--- src/rtl/regfile_wb_queue_if.sv ---
// Bundled ports of the register-file write-back queue: push sources, read-port
// forwarding taps and the register-file write port.
interface regfile_wb_queue_if #(
    parameter int unsigned DBITS = 32,
    parameter int unsigned ABITS = 4
);
    logic             ld_valid;
    logic [ABITS-1:0] ld_addr;
    logic [DBITS-1:0] ld_data;
    logic             alu_valid;
    logic [ABITS-1:0] alu_addr;
    logic [DBITS-1:0] alu_data;
    logic             stall;
    logic [ABITS-1:0] raddr1;
    logic [ABITS-1:0] raddr2;
    logic             fwd1_hit;
    logic             fwd2_hit;
    logic [DBITS-1:0] fwd1_data;
    logic [DBITS-1:0] fwd2_data;
    logic             we;
    logic [ABITS-1:0] waddr;
    logic [DBITS-1:0] din;

    modport master (
        output ld_valid, ld_addr, ld_data,
        output alu_valid, alu_addr, alu_data,
        output raddr1, raddr2,
        input  stall,
        input  fwd1_hit, fwd2_hit, fwd1_data, fwd2_data,
        input  we, waddr, din
    );

    modport slave (
        input  ld_valid, ld_addr, ld_data,
        input  alu_valid, alu_addr, alu_data,
        input  raddr1, raddr2,
        output stall,
        output fwd1_hit, fwd2_hit, fwd1_data, fwd2_data,
        output we, waddr, din
    );
endinterface

--- src/rtl/regfile_wb_queue.sv ---
// In-order write-back queue owning the register-file write port, with read forwarding.
// Optional REGFILE_ZERO_R0_EN: discard pushes to r0 and never forward r0.
module regfile_wb_queue #(
    parameter int unsigned DBITS = 32,
    parameter int unsigned ABITS = 4,
    parameter int unsigned DEPTH = 4
) (
    input logic               clk_i,
    input logic               rst_i,
    regfile_wb_queue_if.slave bus_io
);
    localparam int unsigned PW = $clog2(DEPTH);
    localparam int unsigned CW = PW + 1;

    logic [ABITS-1:0] addr_q [DEPTH];
    logic [DBITS-1:0] data_q [DEPTH];
    logic [PW-1:0]    head_q, head_d;
    logic [PW-1:0]    tail_q, tail_d;
    logic [CW-1:0]    count_q, count_d;

    logic             stall;
    logic             ld_ok, alu_ok;
    logic             pop;
    logic [1:0]       n_push;
    logic [PW-1:0]    alu_slot;
    logic [PW-1:0]    idx;

    // Stall looks only at registered occupancy so upstream sees a stable signal.
    assign stall = (count_q > CW'(DEPTH - 2));
    assign pop   = (count_q != '0);

`ifdef REGFILE_ZERO_R0_EN
    assign ld_ok  = bus_io.ld_valid  && !stall && (bus_io.ld_addr  != '0);
    assign alu_ok = bus_io.alu_valid && !stall && (bus_io.alu_addr != '0);
`else
    assign ld_ok  = bus_io.ld_valid  && !stall;
    assign alu_ok = bus_io.alu_valid && !stall;
`endif

    assign n_push   = {1'b0, ld_ok} + {1'b0, alu_ok};
    assign alu_slot = ld_ok ? (tail_q + PW'(1)) : tail_q;

    always_comb begin
        head_d  = pop ? (head_q + PW'(1)) : head_q;
        tail_d  = tail_q + PW'(n_push);
        count_d = count_q + CW'(n_push) - CW'(pop);
    end

    always_ff @(posedge clk_i or posedge rst_i) begin
        if (rst_i) begin
            head_q  <= '0;
            tail_q  <= '0;
            count_q <= '0;
        end else begin
            head_q  <= head_d;
            tail_q  <= tail_d;
            count_q <= count_d;
        end
    end

    // LD is older than ALU when both arrive in the same cycle.
    always_ff @(posedge clk_i or posedge rst_i) begin
        if (rst_i) begin
            for (int i = 0; i < DEPTH; i++) begin
                addr_q[i] <= '0;
                data_q[i] <= '0;
            end
        end else begin
            if (ld_ok) begin
                addr_q[tail_q] <= bus_io.ld_addr;
                data_q[tail_q] <= bus_io.ld_data;
            end
            if (alu_ok) begin
                addr_q[alu_slot] <= bus_io.alu_addr;
                data_q[alu_slot] <= bus_io.alu_data;
            end
        end
    end

    assign bus_io.stall = stall;
    assign bus_io.we    = pop;
    assign bus_io.waddr = pop ? addr_q[head_q] : '0;
    assign bus_io.din   = pop ? data_q[head_q] : '0;

    // Walk oldest to youngest so the last match (youngest) wins.
    always_comb begin
        idx              = '0;
        bus_io.fwd1_hit  = 1'b0;
        bus_io.fwd1_data = '0;
        bus_io.fwd2_hit  = 1'b0;
        bus_io.fwd2_data = '0;
        for (int i = 0; i < DEPTH; i++) begin
            idx = head_q + PW'(i);
            if (CW'(i) < count_q) begin
                if (addr_q[idx] == bus_io.raddr1) begin
                    bus_io.fwd1_hit  = 1'b1;
                    bus_io.fwd1_data = data_q[idx];
                end
                if (addr_q[idx] == bus_io.raddr2) begin
                    bus_io.fwd2_hit  = 1'b1;
                    bus_io.fwd2_data = data_q[idx];
                end
            end
        end
`ifdef REGFILE_ZERO_R0_EN
        if (bus_io.raddr1 == '0) begin
            bus_io.fwd1_hit  = 1'b0;
            bus_io.fwd1_data = '0;
        end
        if (bus_io.raddr2 == '0) begin
            bus_io.fwd2_hit  = 1'b0;
            bus_io.fwd2_data = '0;
        end
`endif
    end
endmodule

--- src/flat_wrapper.sv ---
// flat-port wrapper written by rule: the top's interface ports become plain ports
module regfile_wb_queue_flat 
#(
    parameter int unsigned DBITS = 32,
    parameter int unsigned ABITS = 4,
    parameter int unsigned DEPTH = 4
)
  (clk_i, rst_i, bus_io_ld_valid, bus_io_ld_addr, bus_io_ld_data, bus_io_alu_valid, bus_io_alu_addr, bus_io_alu_data, bus_io_raddr1, bus_io_raddr2, bus_io_stall, bus_io_fwd1_hit, bus_io_fwd2_hit, bus_io_fwd1_data, bus_io_fwd2_data, bus_io_we, bus_io_waddr, bus_io_din);
  regfile_wb_queue_if #(.DBITS(DBITS), .ABITS(ABITS)) bus_io_i ();
  input logic clk_i;
  input logic rst_i;
  input wire logic [$bits(bus_io_i.ld_valid)-1:0] bus_io_ld_valid;
  input wire logic [$bits(bus_io_i.ld_addr)-1:0] bus_io_ld_addr;
  input wire logic [$bits(bus_io_i.ld_data)-1:0] bus_io_ld_data;
  input wire logic [$bits(bus_io_i.alu_valid)-1:0] bus_io_alu_valid;
  input wire logic [$bits(bus_io_i.alu_addr)-1:0] bus_io_alu_addr;
  input wire logic [$bits(bus_io_i.alu_data)-1:0] bus_io_alu_data;
  input wire logic [$bits(bus_io_i.raddr1)-1:0] bus_io_raddr1;
  input wire logic [$bits(bus_io_i.raddr2)-1:0] bus_io_raddr2;
  output wire logic [$bits(bus_io_i.stall)-1:0] bus_io_stall;
  output wire logic [$bits(bus_io_i.fwd1_hit)-1:0] bus_io_fwd1_hit;
  output wire logic [$bits(bus_io_i.fwd2_hit)-1:0] bus_io_fwd2_hit;
  output wire logic [$bits(bus_io_i.fwd1_data)-1:0] bus_io_fwd1_data;
  output wire logic [$bits(bus_io_i.fwd2_data)-1:0] bus_io_fwd2_data;
  output wire logic [$bits(bus_io_i.we)-1:0] bus_io_we;
  output wire logic [$bits(bus_io_i.waddr)-1:0] bus_io_waddr;
  output wire logic [$bits(bus_io_i.din)-1:0] bus_io_din;
  assign bus_io_i.ld_valid = bus_io_ld_valid;
  assign bus_io_i.ld_addr = bus_io_ld_addr;
  assign bus_io_i.ld_data = bus_io_ld_data;
  assign bus_io_i.alu_valid = bus_io_alu_valid;
  assign bus_io_i.alu_addr = bus_io_alu_addr;
  assign bus_io_i.alu_data = bus_io_alu_data;
  assign bus_io_i.raddr1 = bus_io_raddr1;
  assign bus_io_i.raddr2 = bus_io_raddr2;
  assign bus_io_stall = bus_io_i.stall;
  assign bus_io_fwd1_hit = bus_io_i.fwd1_hit;
  assign bus_io_fwd2_hit = bus_io_i.fwd2_hit;
  assign bus_io_fwd1_data = bus_io_i.fwd1_data;
  assign bus_io_fwd2_data = bus_io_i.fwd2_data;
  assign bus_io_we = bus_io_i.we;
  assign bus_io_waddr = bus_io_i.waddr;
  assign bus_io_din = bus_io_i.din;
  regfile_wb_queue #(.DBITS(DBITS), .ABITS(ABITS), .DEPTH(DEPTH)) u_core (.clk_i(clk_i), .rst_i(rst_i), .bus_io(bus_io_i));
endmodule
--- config.mk ---
export PLATFORM = sky130hd
export DESIGN_NAME = regfile_wb_queue_flat
export DESIGN_NICKNAME = d
export VERILOG_FILES = /design/src/rtl/regfile_wb_queue_if.sv /design/src/rtl/regfile_wb_queue.sv /design/src/flat_wrapper.sv
export SDC_FILE = /design/constraint.sdc
export NUM_CORES = 1
export LEC_CHECK = 0
export CAP_MARGIN = 15
export CORE_MARGIN = 2
export CORE_UTILIZATION = 45
export DETAILED_ROUTE_END_ITERATION = 12
export PLACE_DENSITY_LB_ADDON = 0.15
export SYNTH_ARGS = -nofsm -noshare
export SYNTH_HDL_FRONTEND = slang
export SYNTH_SLANG_ARGS = --single-unit
--- constraint.sdc ---
create_clock -name clk_i -period 6.5 [get_ports clk_i]
set_input_delay 0.65 -clock clk_i [delete_from_list [all_inputs] [get_ports clk_i]]
set_output_delay 0.65 -clock clk_i [all_outputs]
set_load 0.01 [all_outputs]
# == Yosys cells after proc, flatten, opt, wreduce, memory -nomap -nowiden ==
# Cells that the tools add are included.
# W data, S select, Z words.
# totals
ff_bits,151
latch_bits,0
ramBits,0
rom_bits,0
inputBits,84
output_inout_bits,104
wordCells,127
n_memories,0
# op_classes
addsub,8
mul,0
div_mod_pow,0
order_cmp,13
n_eq_ne,8
shifts,0
n_mux,75
bitwise_logic,6
reduce_logical,6
# ops
op,count
$mux W32,27
$bmux W32 S2,4
$bwmux W128,2
$mux W128,2
$demux W32 S2,2
$mux W4,11
$bmux W4 S2,4
$bwmux W16,2
$eq A4 B4 Y1,8
$mux W16,2
$ge A3 B3 Y1 const B,6
$not A2 Y3,6
$demux W4 S2,2
$mux W1,16
$lt A1 B3 Y1 const A,2
$lt A2 B3 Y1 const A,2
$lt A3 B1 Y1 const B,2
$add A2 B1 Y2 const B,2
$add A2 B2 Y2 const B,2
$logic_and A1 B1 Y1,4
$add A3 B2 Y3,1
$gt A3 B2 Y1 const B,1
$reduce_bool A3 Y1,1
$sub A3 B1 Y3,1
other kinds (4),4

# == Depth between registers and ports, before layout ==
# Gate-level depths: netlist of the first run.
# depth
word_depth,13
mapped_depth,10
ltp_nobuf,10

# == Least setup slack after synthesis of the first run ==
# Ideal clock, no wire load.
# synth_timing
kind,register to output
from,reg u_core.head_q[0]
to,out bus_io_fwd1_data[11]
arrival_time_ns,2.501
required_ns,5.850
setup_slack_ns,3.349
path_stages_with_launch,9
path_buffers,2
path_cell_list,dfrtp_1 buf_6 mux4_1 xor2_1 nor4_1 a21boi_4 buf_6 a221oi_1 o22ai_1
# synth_via
elab_chain_len,13
word_cells_on_any_way,43
classes_between,3 x add/sub; 4 x eq/ne; 32 x mux; 4 x bitwise
# synth_rtl
item,line_no,rtl
start: declaration,regfile_wb_queue.sv:17,"logic [PW-1:0] head_q, head_d;"
start signal: assignment,regfile_wb_queue.sv:51,head_q <= '0;
start signal: assignment,regfile_wb_queue.sv:55,head_q <= head_d;
"parallel branches: the longest is 12 deep, another holds $add A2 B1 Y2",--,
$mux W32 (*),regfile_wb_queue.sv:94,if (CW'(i) < count_q) begin
end: declaration,flat_wrapper.sv:23,output wire logic [$bits(bus_io_i.fwd1_data)-1:0] bus_io_fwd1_data;
# Every way passes the cells marked *. The select of a mux whose other input is x is not followed.

# == Final worst setup path of the first run ==
# layout_timing
from,reg u_core.head_q[0]
to,out bus_io_fwd1_data[0]
# Same word-level chain as after synthesis.

==> results of run 1 <==
==> worst max path at each step <==
stage                          end  depth (start not counted)        startpoint  slack [ns]
2_1_floorplan     u_core.addr_q[0]                          1             rst_i        1.79
3_3_place_gp   bus_io_fwd1_data[0]                          8  u_core.head_q[0]        1.41
3_5_place_dp   bus_io_fwd1_data[0]                          8  u_core.head_q[0]        1.32
4_1_cts        bus_io_fwd1_data[0]                          8  u_core.head_q[0]        0.85
5_1_grt        bus_io_fwd1_data[0]                          8  u_core.head_q[0]        0.57
6_report       bus_io_fwd1_data[0]                          8  u_core.head_q[0]        0.78
==> power breakdown <==
part | leakage (nW) | switching, mW | internal, mW
clock network | 0.262 | 0.439 | 0.508
registers | 1.79 | 0.531 | 1.43
logic | 4.44 | 3.68 | 3.16
total | 6.50 | 4.65 | 5.09
==> stage by stage <==
stage,setup slack [ns],utilization
after floorplan,1.79,-
after global placement,1.41,0.532
after detailed placement,1.32,0.532
after CTS,0.855,0.553
after global routing,0.573,0.554
final,0.782,0.554
==> kinds of logic after synthesis <==
group	count (synthesis)
AO/OA/AOI/OAI	537
AND/OR/NAND/NOR	281
multiplexers	256
buffers and inverters	152
flip-flops	151
XOR/XNOR	38
adder cells (fa/ha/maj)	10
==> layout make-up <==
| class | count | area [µm²] | share of cell area |
|---|---|---|---|
| Antenna cell | 1 | 2.50 | 0.000168 |
| Clock inverter | 13 | 110 | 0.00738 |
| Multi-Input combinational cell | 1122 | 8000 | 0.536 |
| Inverter | 14 | 60.1 | 0.00402 |
| Tap cell | 341 | 427 | 0.0286 |
| Sequential cell | 151 | 3790 | 0.254 |
| Clock buffer | 19 | 443 | 0.0297 |
| Timing Repair Buffer | 214 | 2090 | 0.140 |
==> flip-flops by register name, indices dropped and copies added (netlist names) <==
name and flops:
u_core.count_q 3, u_core.data_q 128, u_core.tail_q 2, u_core.addr_q 16
u_core.head_q 2
==> worst min-delay path, stage by stage (launching register included) <==
cell     delay [ns]
dfrtp_1        0.35
mux2i_1        0.07
o21ai_0        0.13
==> per-layer routing <==
| metal | global-route usage | up-vias |
|---|---|---|
| met3 | 0.0562 | 69 |
| met5 | 0 | - |
| li1 | - | 5573 |
| met4 | 0.0992 | 0 |
| met1 | 0.377 | 5805 |
| met2 | 0.453 | 579 |
==> cells in the final DEF (no fill, tap or decap), types with 5 or more instances in the layout <==
master	n
mux2i_1	208
clkdlybuf4s50_1	187
o21ai_0	167
dfrtp_1	149
a211oi_1	124
nand2_1	109
a21oi_1	107
nor2_1	106
o22ai_1	64
a221oi_1	58
mux2_2	32
nor2b_1	32
buf_4	26
xor2_1	22
clkbuf_16	17
xnor2_1	16
inv_1	11
ha_1	9
mux4_2	8
mux4_1	8
inv_6	7
nor3_1	6
a221oi_2	6
and2_1	5
==> results.sh, run 1 <==
export IMPL_dpl_hpwl_um=25400
export IMPL_cpLargestDelayFamily="compound AO/OA/AOI/OAI gates"
export IMPL_yosysUniqueCellTypes=39
export IMPL_drv_slew=0
export IMPL_yosys_cell_count_top_type="mux2i_1"
export IMPL_rows=60
export IMPL_ctsHoldBuffers=0
export IMPL_synthCells=1425
export IMPL_synth_edf_count=0
export IMPL_die_area_mm2=0.0287
export IMPL_finalSetupViolCount=0
export IMPL_die_h_um=170
export IMPL_met1_length_um=17700
export IMPL_synth_top_family_by_area="compound AO/OA/AOI/OAI gates"
export IMPL_cpMaxStageDelayCell="dfrtp_4"
export IMPL_synth_largest_area_cell="dfrtp_1"
export IMPL_cts_root_buffer="clkbuf_16"
export IMPL_dr_pass1_iters=5
export IMPL_syn_to_final_growth_pct=21.0
export IMPL_path_clk_slew_ns=0.07
export IMPL_yosys_mux_area_fraction=0.230
export IMPL_max_slew_margin_rel=0.221
export IMPL_p_total_mw=9.74
export IMPL_final_area_mm2=0.0149
export IMPL_final_antenna_net_count=0
export IMPL_r2r_start="u_core.count_q[2]"
export IMPL_fin_worst_skew_ns=0.0142
export IMPL_synthesis_area_mm2=0.0123
export IMPL_dpl_instance_area_mm2=0.0143
export IMPL_whs_ns=0.585
export IMPL_start_util=0.458
export IMPL_rrSetupSlack_ns=3.20
export IMPL_synth_compound_area_frac=0.275
export IMPL_synth_top_area_frac=0.306
export IMPL_leakage_nw=6.50
export IMPL_grt_max_degree=98
export IMPL_htree_levels=4
export IMPL_numCtsBuffers=17
export IMPL_hp_class="reg -> reg"
export IMPL_route_met2_wl_um=19000
export IMPL_wl_um=40900
export IMPL_vias=12000
export IMPL_min_period_ns=5.72
export IMPL_globalplace_congestion=0.888
export IMPL_cts_sinks=151
export IMPL_ir_drop_uv=365
export IMPL_wl_per_cell_um=21.8
export IMPL_finalHoldViolations=0
export IMPL_core_area_mm2=0.0270
export IMPL_die_x_um=170
export IMPL_fillCellCount=2449
export IMPL_min_to="u_core.data_q[58]"
export IMPL_worst_setup_path_type="reg -> out"
export IMPL_post_cts_resized=0
export IMPL_synth_area_leaders="dfrtp_1 31%, mux2i_1 17%, a211oi_1 7.5%"
export IMPL_cp_arrival_ns=5.07
export IMPL_min_from="u_core.data_q[58]"
export IMPL_fin_cells=1875
export IMPL_met3_length_um=3350
export IMPL_rsz0062_at_grt="no"
export IMPL_cp_required_ns=5.85
export IMPL_vias_per_cell=6.41
export IMPL_layout_drive_gt1_share=0.0841
export IMPL_avgSynthCellArea_um2=8.65
export IMPL_ys_ff_latch=151
export IMPL_finalNetCount=1614
export IMPL_crit_path_cell_trace="mux4_1, xor2_1, nor4_1, a21boi_4, buf_4, a221oi_1, o22ai_1, clkdlybuf4s50_1"
export IMPL_setup_tns_final_ns=0
export IMPL_synthAdderAreaFrac=0.0108
export IMPL_grt_pass1_vias=11300
export IMPL_worst_pin_slew_ns=1.17
export IMPL_netlist_top_cells_count="208 x mux2i_1, 167 x o21ai_0, 151 x dfrtp_1"
export IMPL_grt_usage=0.281
export IMPL_min_period_over_period=0.880
export IMPL_r2r_end="u_core.count_q[2]"
export IMPL_drc=0
export IMPL_clock_latency_ns=0.44
export IMPL_worstPathMaxFanout=79
export IMPL_ys_warn_count=0
export IMPL_ys_flop_type="dfrtp_1"
export IMPL_initialDrtViolationCount=1119
export IMPL_critPathBufInv=2
export IMPL_io_buffer_count=187
export IMPL_yosysSeqAreaShare=0.306
export IMPL_cts_tree="done"
export IMPL_outcome="finished, final reports clean"
export IMPL_async_flop_share=1.00
export IMPL_dp_cells=1841
export IMPL_max_stage_delay_ns=1.03
export IMPL_overflow=0
export IMPL_postCtsSetupRepairBufs=0
export IMPL_synth_nets=1519
export IMPL_setup_worst_path_start_class="flip-flop"
export IMPL_p_per_area_mw_per_mm2=653
export IMPL_io_pins=188
export IMPL_yosys_area_share_simple=0.0990
export IMPL_top_layer="met4"
export IMPL_antenna_found_initial=1
export IMPL_crit_path_end_kind="output port"
export IMPL_grt_first_pass_wirelength_um=63400
export IMPL_ff2ff_path_depth=10
export IMPL_holdPathStages=2
export IMPL_synth_xor_area_frac=0.0270
export IMPL_fmax_mhz=175
export IMPL_maxCapViolations=0
export IMPL_cts_buffer_depth=2
No activity file was read; power rests on OpenSTA's default activity.
==> run 2: changes to the inputs <==
MAX_ROUTING_LAYER = met4   (was default)
SKIP_LAST_GASP = 1   (was default)
==> results.sh, run 2 (synthesis results as in run 1) <==
export IMPL_outcome="finished, final reports clean"
export IMPL_antenna_found_initial=1
export IMPL_final_antenna_net_count=0
export IMPL_wl_um=41000
export IMPL_largest_register_ffs=128
export IMPL_finalNetCount=1614
export IMPL_dp_cells=1841
export IMPL_finish_utilization=0.554
export IMPL_grt_first_pass_wirelength_um=63400
export IMPL_rsz0062_at_grt="no"
export IMPL_fillCellCount=2452
export IMPL_globalplace_congestion=0.903
export IMPL_fmax_mhz=175
export IMPL_min_from="u_core.data_q[58]"
export IMPL_io_pins=188
export IMPL_final_area_mm2=0.0149
export IMPL_drv_slew=0
export IMPL_syn_to_final_growth_pct=21.0
export IMPL_postCtsSetupRepairBufs=0
export IMPL_grt_pass1_vias=11300
export IMPL_post_cts_resized=0
export IMPL_drc=0
export IMPL_vias=12000
export IMPL_regMostFlops="u_core.data_q"
export IMPL_vias_per_cell=6.41
export IMPL_dpl_hpwl_um=25400
export IMPL_fin_worst_skew_ns=0.0144
export IMPL_leakage_nw=6.50
export IMPL_die_h_um=170
export IMPL_finalSetupViolCount=0
export IMPL_rows=60
export IMPL_clock_latency_ns=0.44
export IMPL_r2r_end="u_core.count_q[2]"
export IMPL_worstPathMaxFanout=79
export IMPL_cts_tree="done"
export IMPL_htree_levels=4
export IMPL_ff2ff_path_depth=10
export IMPL_fin_ws_ns=0.776
export IMPL_min_to="u_core.data_q[58]"
export IMPL_crit_path_cell_trace="mux4_1, xor2_1, nor4_1, a21boi_4, buf_4, a221oi_1, o22ai_1, clkdlybuf4s50_1"
export IMPL_max_stage_delay_ns=1.03
export IMPL_initialDrtViolationCount=1150
export IMPL_die_area_mm2=0.0287
export IMPL_setup_worst_path_start_class="flip-flop"
export IMPL_io_buffer_count=187
export IMPL_min_period_ns=5.72
export IMPL_core_area_mm2=0.0270
export IMPL_layout_common_cells="208 x mux2i_1, 187 x clkdlybuf4s50_1, 167 x o21ai_0, 149 x dfrtp_1, 124 x a211oi_1"
export IMPL_worst_setup_path_type="reg -> out"
export IMPL_cp_required_ns=5.85
export IMPL_critPathBufInv=2
export IMPL_layout_drive_gt1_share=0.0841
export IMPL_cts_buffer_depth=2
export IMPL_holdPathStages=2
export IMPL_numCtsBuffers=17
export IMPL_final_common_cell="mux2i_1"
export IMPL_dpl_instance_area_mm2=0.0143
export IMPL_wl_per_cell_um=21.8
export IMPL_finalHoldViolations=0
export IMPL_min_period_over_period=0.881
export IMPL_setup_tns_final_ns=0
export IMPL_cts_root_buffer="clkbuf_16"
export IMPL_die_x_um=170
export IMPL_overflow=0
export IMPL_grt_max_degree=98
export IMPL_rrSetupSlack_ns=3.20
export IMPL_grt_usage=0.289
export IMPL_cpMaxStageDelayCell="dfrtp_4"
export IMPL_fin_cells=1875
export IMPL_cts_sinks=151
export IMPL_maxCapViolations=0
export IMPL_hp_class="reg -> reg"
export IMPL_cpLargestDelayFamily="compound AO/OA/AOI/OAI gates"
export IMPL_crit_path_end_kind="output port"
export IMPL_max_slew_margin_rel=0.206
export IMPL_p_per_area_mw_per_mm2=653
export IMPL_crit_start="u_core.head_q[0]"
export IMPL_dp_slack_ns=1.32
export IMPL_ir_drop_uv=366
export IMPL_path_clk_slew_ns=0.07
export IMPL_cp_arrival_ns=5.07
export IMPL_r2r_start="u_core.count_q[2]"
export IMPL_ctsHoldBuffers=0
export IMPL_start_util=0.458
export IMPL_top_regs="u_core.data_q x128, u_core.addr_q x16, u_core.count_q x3"
export IMPL_dr_pass1_iters=5
export IMPL_worst_pin_slew_ns=1.19
## run 2: cell counts in the layout (fill, tap and decap cells not counted)
Identical to the previous run, type by type.
## run 2: through the flow
stage / hold slack (ns) / power [mW]
finish: 0.588 / 9.75
global route: 0.615 / 10.4
CTS: 0.592 / 9.67
detailed placement: 0.575 / 8.69
global placement: 0.562 / 8.57
floorplan: 0.516 / 6.23
## run 2: metal layers
| metal | share of wire | GRT usage | vias up |
|---|---|---|---|
| li1 | - | - | 5568 |
| met1 | 0.44 | 0.378 | 5846 |
| met2 | 0.46 | 0.455 | 535 |
| met3 | 0.076 | 0.0513 | 74 |
| met4 | 0.023 | 0.0992 | 0 |
| met5 | 0 | - | - |
## run 2: worst register-to-register path: cells and delay by family (launching register included)
kind                     cells  cell delay, ns
XOR/XNOR                     2            0.35
adder cells (fa/ha/maj)      3            0.99
buffers and inverters        3            0.84
flip-flops                   1            0.49
AND/OR/NAND/NOR              2            0.57
## run 2: worst max path at each step
stage               slack [ns]  cells past startpoint                  end
finish                    0.78                      8  bus_io_fwd1_data[0]
global route              0.57                      8  bus_io_fwd1_data[0]
CTS                       0.85                      8  bus_io_fwd1_data[0]
detailed placement        1.32                      8  bus_io_fwd1_data[0]
global placement          1.41                      8  bus_io_fwd1_data[0]
floorplan                 1.79                      1     u_core.addr_q[0]
## run 2: final cells by class
type	instances	area (µm²)	area share
clock inverter	13	110	0.00738
clock buffer	19	443	0.0297
multi-input combinational	1122	8000	0.536
antenna	1	2.50	0.000168
inverter	14	60.1	0.00402
timing repair buffer	214	2090	0.140
tap	341	427	0.0286
sequential	151	3790	0.254
## run 2: power breakdown
| group | leakage, nW | switching (mW) | internal (mW) | total, mW |
|---|---|---|---|---|
| combinational | 4.44 | 3.69 | 3.16 | 6.85 |
| sequential | 1.79 | 0.529 | 1.43 | 1.95 |
| clock | 0.262 | 0.441 | 0.508 | 0.949 |
==> run 3: changes to the inputs <==
CTS_CLUSTER_DIAMETER = 150   (was default)
==> results of run 3 <==
No change in the layout: final DEF, timing and power equal those of run 2.
